**config.mk**
```make
export PLATFORM = sky130hd
export DESIGN_NAME = qspi_bus_arbiter
export DESIGN_NICKNAME = d
export VERILOG_FILES = /design/src/rtl/qspi_bus_arbiter.sv
export SDC_FILE = /design/constraint.sdc
export NUM_CORES = 1
export LEC_CHECK = 0
export CAP_MARGIN = 15
export CELL_PAD_IN_SITES_DETAIL_PLACEMENT = 1
export CELL_PAD_IN_SITES_GLOBAL_PLACEMENT = 1
export CORE_ASPECT_RATIO = 1.2
export CORE_MARGIN = 10
export CORE_UTILIZATION = 29
export CTS_CLUSTER_DIAMETER = 30
export DETAILED_ROUTE_END_ITERATION = 10
export PLACE_DENSITY = 0.73
export SYNTH_ARGS = -nofsm -noshare
export SYNTH_HDL_FRONTEND = slang
export SYNTH_SLANG_ARGS = --single-unit
```
**constraint.sdc**
```tcl
create_clock -name clk -period 1.6 [get_ports clk]
set_input_delay 0.24 -clock clk [delete_from_list [all_inputs] [get_ports clk]]
set_output_delay 0.24 -clock clk [all_outputs]
set_load 0.01 [all_outputs]
```
**src/rtl/qspi_bus_arbiter.sv**
```systemverilog
`default_nettype none
// ============================================================================
// Module      : qspi_bus_arbiter
// Description : Two-port arbiter for one external QSPI flash pin set.
//               Grants whole chip-select transactions round-robin, forces
//               the pins idle for a CS-high guard time between owners and
//               revokes a grant that lasts too long (hold timeout).
// Ports       : clk, rst          - clock, synchronous active-high reset
//               reqN/gntN/abortN  - per-port request, grant, timeout pulse
//               sclkN/csN_n/qdoN/oeN/qdiN - per-port pin-side signals
//               sclk/cs_n/qdo/oe/qdi      - flash pad side
// Revision    : 1.0 - initial release
// ============================================================================
module qspi_bus_arbiter #(
  parameter int GUARD_CYC = 4,
  parameter int TIMEOUT   = 65535,
  parameter int TO_W      = 16
) (
  input  logic       clk,
  input  logic       rst,
  // port 0
  input  logic       req0,
  output logic       gnt0,
  output logic       abort0,
  input  logic       sclk0,
  input  logic       cs0_n,
  input  logic [3:0] qdo0,
  input  logic [3:0] oe0,
  output logic [3:0] qdi0,
  // port 1
  input  logic       req1,
  output logic       gnt1,
  output logic       abort1,
  input  logic       sclk1,
  input  logic       cs1_n,
  input  logic [3:0] qdo1,
  input  logic [3:0] oe1,
  output logic [3:0] qdi1,
  // flash pads
  output logic       sclk,
  output logic       cs_n,
  output logic [3:0] qdo,
  output logic [3:0] oe,
  input  logic [3:0] qdi
);

  typedef enum logic [2:0] {
    ST_IDLE   = 3'd0,
    ST_GRANT0 = 3'd1,
    ST_GRANT1 = 3'd2,
    ST_ABORT  = 3'd3,
    ST_GUARD  = 3'd4
  } state_t;

  localparam int GW = (GUARD_CYC > 1) ? $clog2(GUARD_CYC) : 1;
  localparam logic [GW-1:0]   C_GUARD_LOAD = GW'(GUARD_CYC - 1);
  localparam logic [TO_W-1:0] C_TO_LAST    = (TIMEOUT == 0) ? '0 : TO_W'(TIMEOUT - 1);
  localparam logic            C_TO_EN      = (TIMEOUT != 0);

  state_t            r_state;
  state_t            w_next;
  logic              r_last;      // port that owned the bus most recently
  logic [GW-1:0]     r_guard_cnt;
  logic [TO_W-1:0]   r_to_cnt;
  logic              r_gnt0;
  logic              r_gnt1;
  logic              r_abort0;
  logic              r_abort1;

  // Next-state logic. Release is tested before the timeout so that a
  // release coinciding with expiry is treated as a normal release.
  always_comb begin
    w_next = r_state;
    case (r_state)
      ST_IDLE: begin
        if (req0 && (!req1 || r_last)) begin
          w_next = ST_GRANT0;
        end else if (req1) begin
          w_next = ST_GRANT1;
        end
      end
      ST_GRANT0: begin
        if (!req0 && cs0_n) begin
          w_next = ST_GUARD;
        end else if (C_TO_EN && (r_to_cnt == C_TO_LAST)) begin
          w_next = ST_ABORT;
        end
      end
      ST_GRANT1: begin
        if (!req1 && cs1_n) begin
          w_next = ST_GUARD;
        end else if (C_TO_EN && (r_to_cnt == C_TO_LAST)) begin
          w_next = ST_ABORT;
        end
      end
      ST_ABORT: w_next = ST_GUARD;
      ST_GUARD: begin
        if (r_guard_cnt == '0) begin
          w_next = ST_IDLE;
        end
      end
      default: w_next = ST_IDLE;
    endcase
  end

  always_ff @(posedge clk) begin
    if (rst) begin
      r_state     <= ST_IDLE;
      r_last      <= 1'b1;
      r_guard_cnt <= C_GUARD_LOAD;
      r_to_cnt    <= '0;
      r_gnt0      <= 1'b0;
      r_gnt1      <= 1'b0;
      r_abort0    <= 1'b0;
      r_abort1    <= 1'b0;
    end else begin
      r_state  <= w_next;
      r_gnt0   <= (w_next == ST_GRANT0);
      r_gnt1   <= (w_next == ST_GRANT1);
      r_abort0 <= (r_state == ST_GRANT0) && (w_next == ST_ABORT);
      r_abort1 <= (r_state == ST_GRANT1) && (w_next == ST_ABORT);

      if ((w_next == ST_GRANT0) && (r_state != ST_GRANT0)) begin
        r_last <= 1'b0;
      end else if ((w_next == ST_GRANT1) && (r_state != ST_GRANT1)) begin
        r_last <= 1'b1;
      end

      // Held at zero outside a grant, so every grant starts counting from 0.
      if ((r_state == ST_GRANT0) || (r_state == ST_GRANT1)) begin
        r_to_cnt <= r_to_cnt + 1'b1;
      end else begin
        r_to_cnt <= '0;
      end

      // Preloaded while outside GUARD; counts down GUARD_CYC cycles inside it.
      if (r_state != ST_GUARD) begin
        r_guard_cnt <= C_GUARD_LOAD;
      end else if (r_guard_cnt != '0) begin
        r_guard_cnt <= r_guard_cnt - 1'b1;
      end
    end
  end

  // Pin mux driven from the registered state only; any non-grant state
  // presents an idle bus (CS high, clock low, no drivers enabled).
  always_comb begin
    sclk = 1'b0;
    cs_n = 1'b1;
    qdo  = 4'h0;
    oe   = 4'h0;
    qdi0 = 4'hF;
    qdi1 = 4'hF;
    case (r_state)
      ST_GRANT0: begin
        sclk = sclk0;
        cs_n = cs0_n;
        qdo  = qdo0;
        oe   = oe0;
        qdi0 = qdi;
      end
      ST_GRANT1: begin
        sclk = sclk1;
        cs_n = cs1_n;
        qdo  = qdo1;
        oe   = oe1;
        qdi1 = qdi;
      end
      default: ;
    endcase
  end

  assign gnt0   = r_gnt0;
  assign gnt1   = r_gnt1;
  assign abort0 = r_abort0;
  assign abort1 = r_abort1;

endmodule
`default_nettype wire
```
Word-level counts from Yosys, hierarchy flattened
Index checks and enable logic that the tools add are counted.

operators by class
  bitwise logic cells = 1
  reductions and logical operators = 17
  add/sub/neg operators = 2
  muxes and demuxes = 15
  equal/unequal tests = 11

operators by type and width
  cell                                                                     number
  3-bit 2-to-1 mux                                                         6
  16-bit by 1-bit adder with 16-bit output, second input constant          1
  16-bit equality test, second input constant                              1
  4-bit one-hot mux with 2 select lines                                    2
  3-bit one-hot mux with 5 select lines                                    1
  3-bit by 2-bit equality test with 1-bit output, second input constant    4
  4-bit 2-to-1 mux                                                         2
  1-bit logical AND                                                        7
  3-bit by 1-bit equality test with 1-bit output, second input constant    2
  1-bit one-hot mux with 2 select lines                                    2
  2-bit nonzero test                                                       2
  2-bit OR reduction                                                       2
  3-bit equality test, second input constant                               1
  3-bit zero test                                                          1
  3-bit by 1-bit inequality test with 1-bit output, second input constant  1
  3-bit by 2-bit inequality test with 1-bit output, second input constant  1
  3-bit inequality test, second input constant                             1
  1-bit zero test                                                          2
  2-bit zero test                                                          1
  1-bit logical OR                                                         2
  1-bit 2-to-1 mux                                                         2
  2-bit by 1-bit subtractor with 2-bit output, second input constant       1
  1-bit inverter                                                           1

word-level totals
  logic and storage cells = 54
  input bits = 28
  register bits after elaboration = 26

Longest topological paths before layout
Gate-level depths: netlist of run 1.

  word-level depth = 9
  mapped depth = 6
  depth with buffers taken out = 6

Worst setup path after synthesis of run 1
OpenSTA, ideal clock, no wires.

  kind = register -> output
  start = reg r_state[0]
  end = out oe[0]
  arrival = 1.460 ns
  path buffers = 2
  cell stages (with the launch flop) = 5
  path slack = -0.100 ns
  cells stage by stage = dfxtp_1 clkbuf_1 nor3b_1 buf_2 a22o_1

on the way
  longest elaborated chain between the ends = 2
  elaborated cells on any way between the ends = 3

RTL lines
  what                                                                                                              RTL line  text
  from (decl)                                                                                                       60        state_t r_state;
  from (signal assigned)                                                                                            117       r_state <= w_next;
  3-bit by 2-bit equality test with 1-bit output or 3-bit by 1-bit equality test with 1-bit output (tied branches)  154       case (r_state)
  4-bit one-hot mux with 2 select lines *                                                                           154
  to (decl)                                                                                                         43        output logic [3:0] oe,

Mark *: on every way between the ends. The rest lies on a longest branch, timed or not.

Worst setup path in the final report of run 1
  start = reg r_state[1]
  end = reg r_to_cnt[15]

on the way
  longest elaborated chain between the ends = 4
  elaborated cells on any way between the ends = 5

RTL lines
  what                                                                                                              RTL line  text
  3-bit by 1-bit equality test with 1-bit output or 3-bit by 2-bit equality test with 1-bit output (tied branches)  130       if ((r_state == ST_GRANT0) || (r_state == ST_GRANT1)) begin
  1-bit logical OR *                                                                                                130
  1-bit inverter (no source line) *                                                                                 n/a
  2-bit OR reduction (no source line) *                                                                             n/a
  to (signal assigned)                                                                                              131       r_to_cnt <= r_to_cnt + 1'b1;
  to (decl)                                                                                                         64        logic [TO_W-1:0] r_to_cnt;

Marked as above.
A chain may end at the register's enable or synchronous reset.

==> results of run 1 <==
[critical path, stage by stage (launching register included)]
cell and delay (ns):
dfxtp_4 0.39, or3b_4 0.42, buf_6 0.15, a21o_1 0.18
or4_4 0.48, nand2_2 0.07
[through the flow]
stage	TNS, ns	area, um2	std cells
finish	-0.938	2440	310
global route	-2.35	2440	310
floorplan	0	1410	165
CTS	-1.58	2300	311
global placement	-4.66	2190	298
detailed placement	-4.99	2190	298
[power by group through the flow]
| stage | sequential (uW) | clock [uW] | combinational [uW] |
|---|---|---|---|
| final | 733 | 543 | 786 |
| after global routing | 740 | 583 | 859 |
| after CTS | 726 | 559 | 709 |
| after detailed placement | 735 | 0 | 672 |
| after global placement | 732 | 0 | 660 |
| after floorplan | 732 | 0 | 303 |
[layer usage]
| metal | vias to the layer above | share of wire, % |
|---|---|---|
| li1 | 767 | - |
| met1 | 737 | 43 |
| met2 | 53 | 51 |
| met3 | 8 | 4.9 |
| met4 | 0 | 1.3 |
| met5 | - | 0 |
[path summary, 6_finish.rpt]
kind,from,to,cells after the start
max,r_state[1],r_to_cnt[15],5
min,r_guard_cnt[0],r_guard_cnt[0],2
max reg2reg,r_state[1],r_to_cnt[15],5
min reg2reg,r_guard_cnt[0],r_guard_cnt[0],2
[what timing repair did]
action / CTS / global route
pin swaps: 16 / 11
endpoints found under the setup margin: 25 / 26
resized for setup: 91 / 31
hold buffers: 0 / 0
cloned: 2 / 0
hold endpoints to repair: 0 / 0
buffers inserted: 7 / 2
[area by class of cell]
class / count / share of cell area, %
Multi-Input combinational cell: 126 / 39.5
Tap cell: 58 / 2.98
Inverter: 8 / 1.23
Clock buffer: 3 / 1.69
Clock inverter: 1 / 1.23
Sequential cell: 26 / 21.9
Timing Repair Buffer: 88 / 31.4
[kinds of logic (layout without fill, tap and decap cells)]
kind of cell / Yosys count / in the layout / share of synthesized area, %
buffers and inverters: 14 / 100 / 3.86
muxes: 1 / 1 / 0.809
xor gates and xnor gates: 12 / 12 / 7.55
and+or+nand+nor: 78 / 79 / 31.4
AOI/OAI and AO/OA: 31 / 31 / 16.3
DFF: 26 / 26 / 37.4
adders and majority gates: 3 / 3 / 2.70
[sequential cells by signal, indices dropped and copies added, names as in the netlist]
name / count
r_state: 3
abort1: 1
r_guard_cnt: 2
r_to_cnt: 16
gnt0: 1
abort0: 1
gnt1: 1
r_last: 1
[synthesized netlist by cell type, types with 2 or more instances]
master,count
nand3_1,6
nor4_1,6
or2_2,5
ha_1,3
inv_1,8
or3_1,4
a21o_1,2
and4b_1,2
a21oi_1,4
dfxtp_1,26
nand2_1,9
o21ai_0,5
nand4_1,5
nor3_1,5
clkbuf_1,5
xnor2_1,9
nand2b_1,5
a211oi_1,2
nor2b_1,4
nor2_1,18
a22o_1,9
nor3b_1,2
xor2_1,3
==> qor.txt, run 1 <==
Combinational power share - 38.1%
Switching share of power - 28.7%
Row count - 27
CTS tree - built
Netlist cell types - 41
Fin. max-slew vios - 0
Rel. slew slack - 76.1%
Top Usage Layer GRT - met2
TritonCTS sink count - 26
Yosys top cell area share - 37.4%
MaxCap Viol Count - 0
Number of synthesized flops with an enable pin - 0
CP max FO - 5
Post-synth ARST share - 0%
FF-to-FF setup slack - -0.14 ns
Final hold slack - 0.509 ns
Synth area leaders - dfxtp_1 37%, a22o_1 5.7%, xnor2_1 5.7%
DR WL/cell - 16.5 um
Peak supply drop - 667 uV
RePlAce Congestion - 0.800
H-tree levels - 1
Max Freq - 574 MHz
Vias in the first global route - 1670
Crit path launch type - flop
Vias per cell - 5.05
Final setup margin - -0.142 ns
Run status - finished with violations
Largest net degree at the start of global routing - 16
Initial Util - 30.1%
Area growth syn-to-layout - 74.9%
Global-route wire length before repair - 8360 um
Yosys warns - 0
Clock period minus worst slack - 1.74 ns
Met3 usage - 2.87%
Number of nets in the layout - 284
Post-Syn Area - 1390 um2
Final Core Density - 52.6%
Leak pwr - 0.000943 uW
Initial antenna violation count - 0
RSZ-0062 raised after global routing - true
Met1 usage - 14.0%
Layout cells sized above 1 - 37.3%
Worst-skew pair later-pin latency - 0.27 ns
Net count after synthesis - 196
Syn_area_per_cell - 8.44 um2
Area of the multi-input gates - 963 um2
Core Box Area - 4630 um2
Io pins - 50
Post-synth top flop - dfxtp_1
Final Hold Vio Count - 0
Final wirelength - 5130 um
Total grt overflow - 0
Synth Register Bits - 26
Reg area - 534 um2
Die extent in y - 95.9 um
Clock tree root buffer cell - clkbuf_8
Actual slew at the worst max-slew pin - 0.356 ns
Synthesized netlist cell count - 165
Post-route ant nets - 0
CP arrival - 1.96 ns
DRC - 0
Clock power frac - 26.3%
PortBufs - 49
PD cells - 846 nW/um2
First-pass iteration count of the detailed router - 4
P_sw - 592 uW
Inserted Clock Buffers - 3
Crit path capture type - flop
Clk slew on worst S/H paths - 0.09 ns
Setup WS pre-CTS - -0.269 ns
Filler cell count - 552
Clk buf depth - 2
Area leader, netlist - dfxtp_1
Total GRT Usage - 12.6%
Hold Crit Class - reg -> reg
DRT iter0 DRCs - 41
Clock skew - 0.00281 ns
Crit Path Class - reg -> reg
DP HPWL - 3800 um
Most frequent cells in the layout - 31 x clkdlybuf4s50_1, 30 x buf_4, 21 x dfxtp_1
Endpoints failing setup - 16
Seq/Total Area, Yosys - 37.4%
Met2 Usage GRT - 23.9%
Ant. Diodes - 0
Die area - 7990 um2
Failing checks - negative setup slack
Routed via count - 1565
Commonest non-fill, non-tap cell in the layout - clkdlybuf4s50_1
Power share of the sequential group - 35.5%
Overall Power - 2060 uW
Internal - 1470 uW
Required time worst endpoint - 1.82 ns
Die width - 83.3 um
Crit share post-route - 109%
(Power assumes the default switching activity.)
==> inputs of run 2 (changes only) <==
--- a/config.mk
+++ b/config.mk
@@ -5,7 +5,7 @@
 export SDC_FILE = /design/constraint.sdc
 export NUM_CORES = 1
 export LEC_CHECK = 0
-export CAP_MARGIN = 15
+export CAP_MARGIN = 5
 export CELL_PAD_IN_SITES_DETAIL_PLACEMENT = 1
 export CELL_PAD_IN_SITES_GLOBAL_PLACEMENT = 1
 export CORE_ASPECT_RATIO = 1.2
==> results of run 2 <==
Final layout, timing and power as in run 1 (identical DEF).
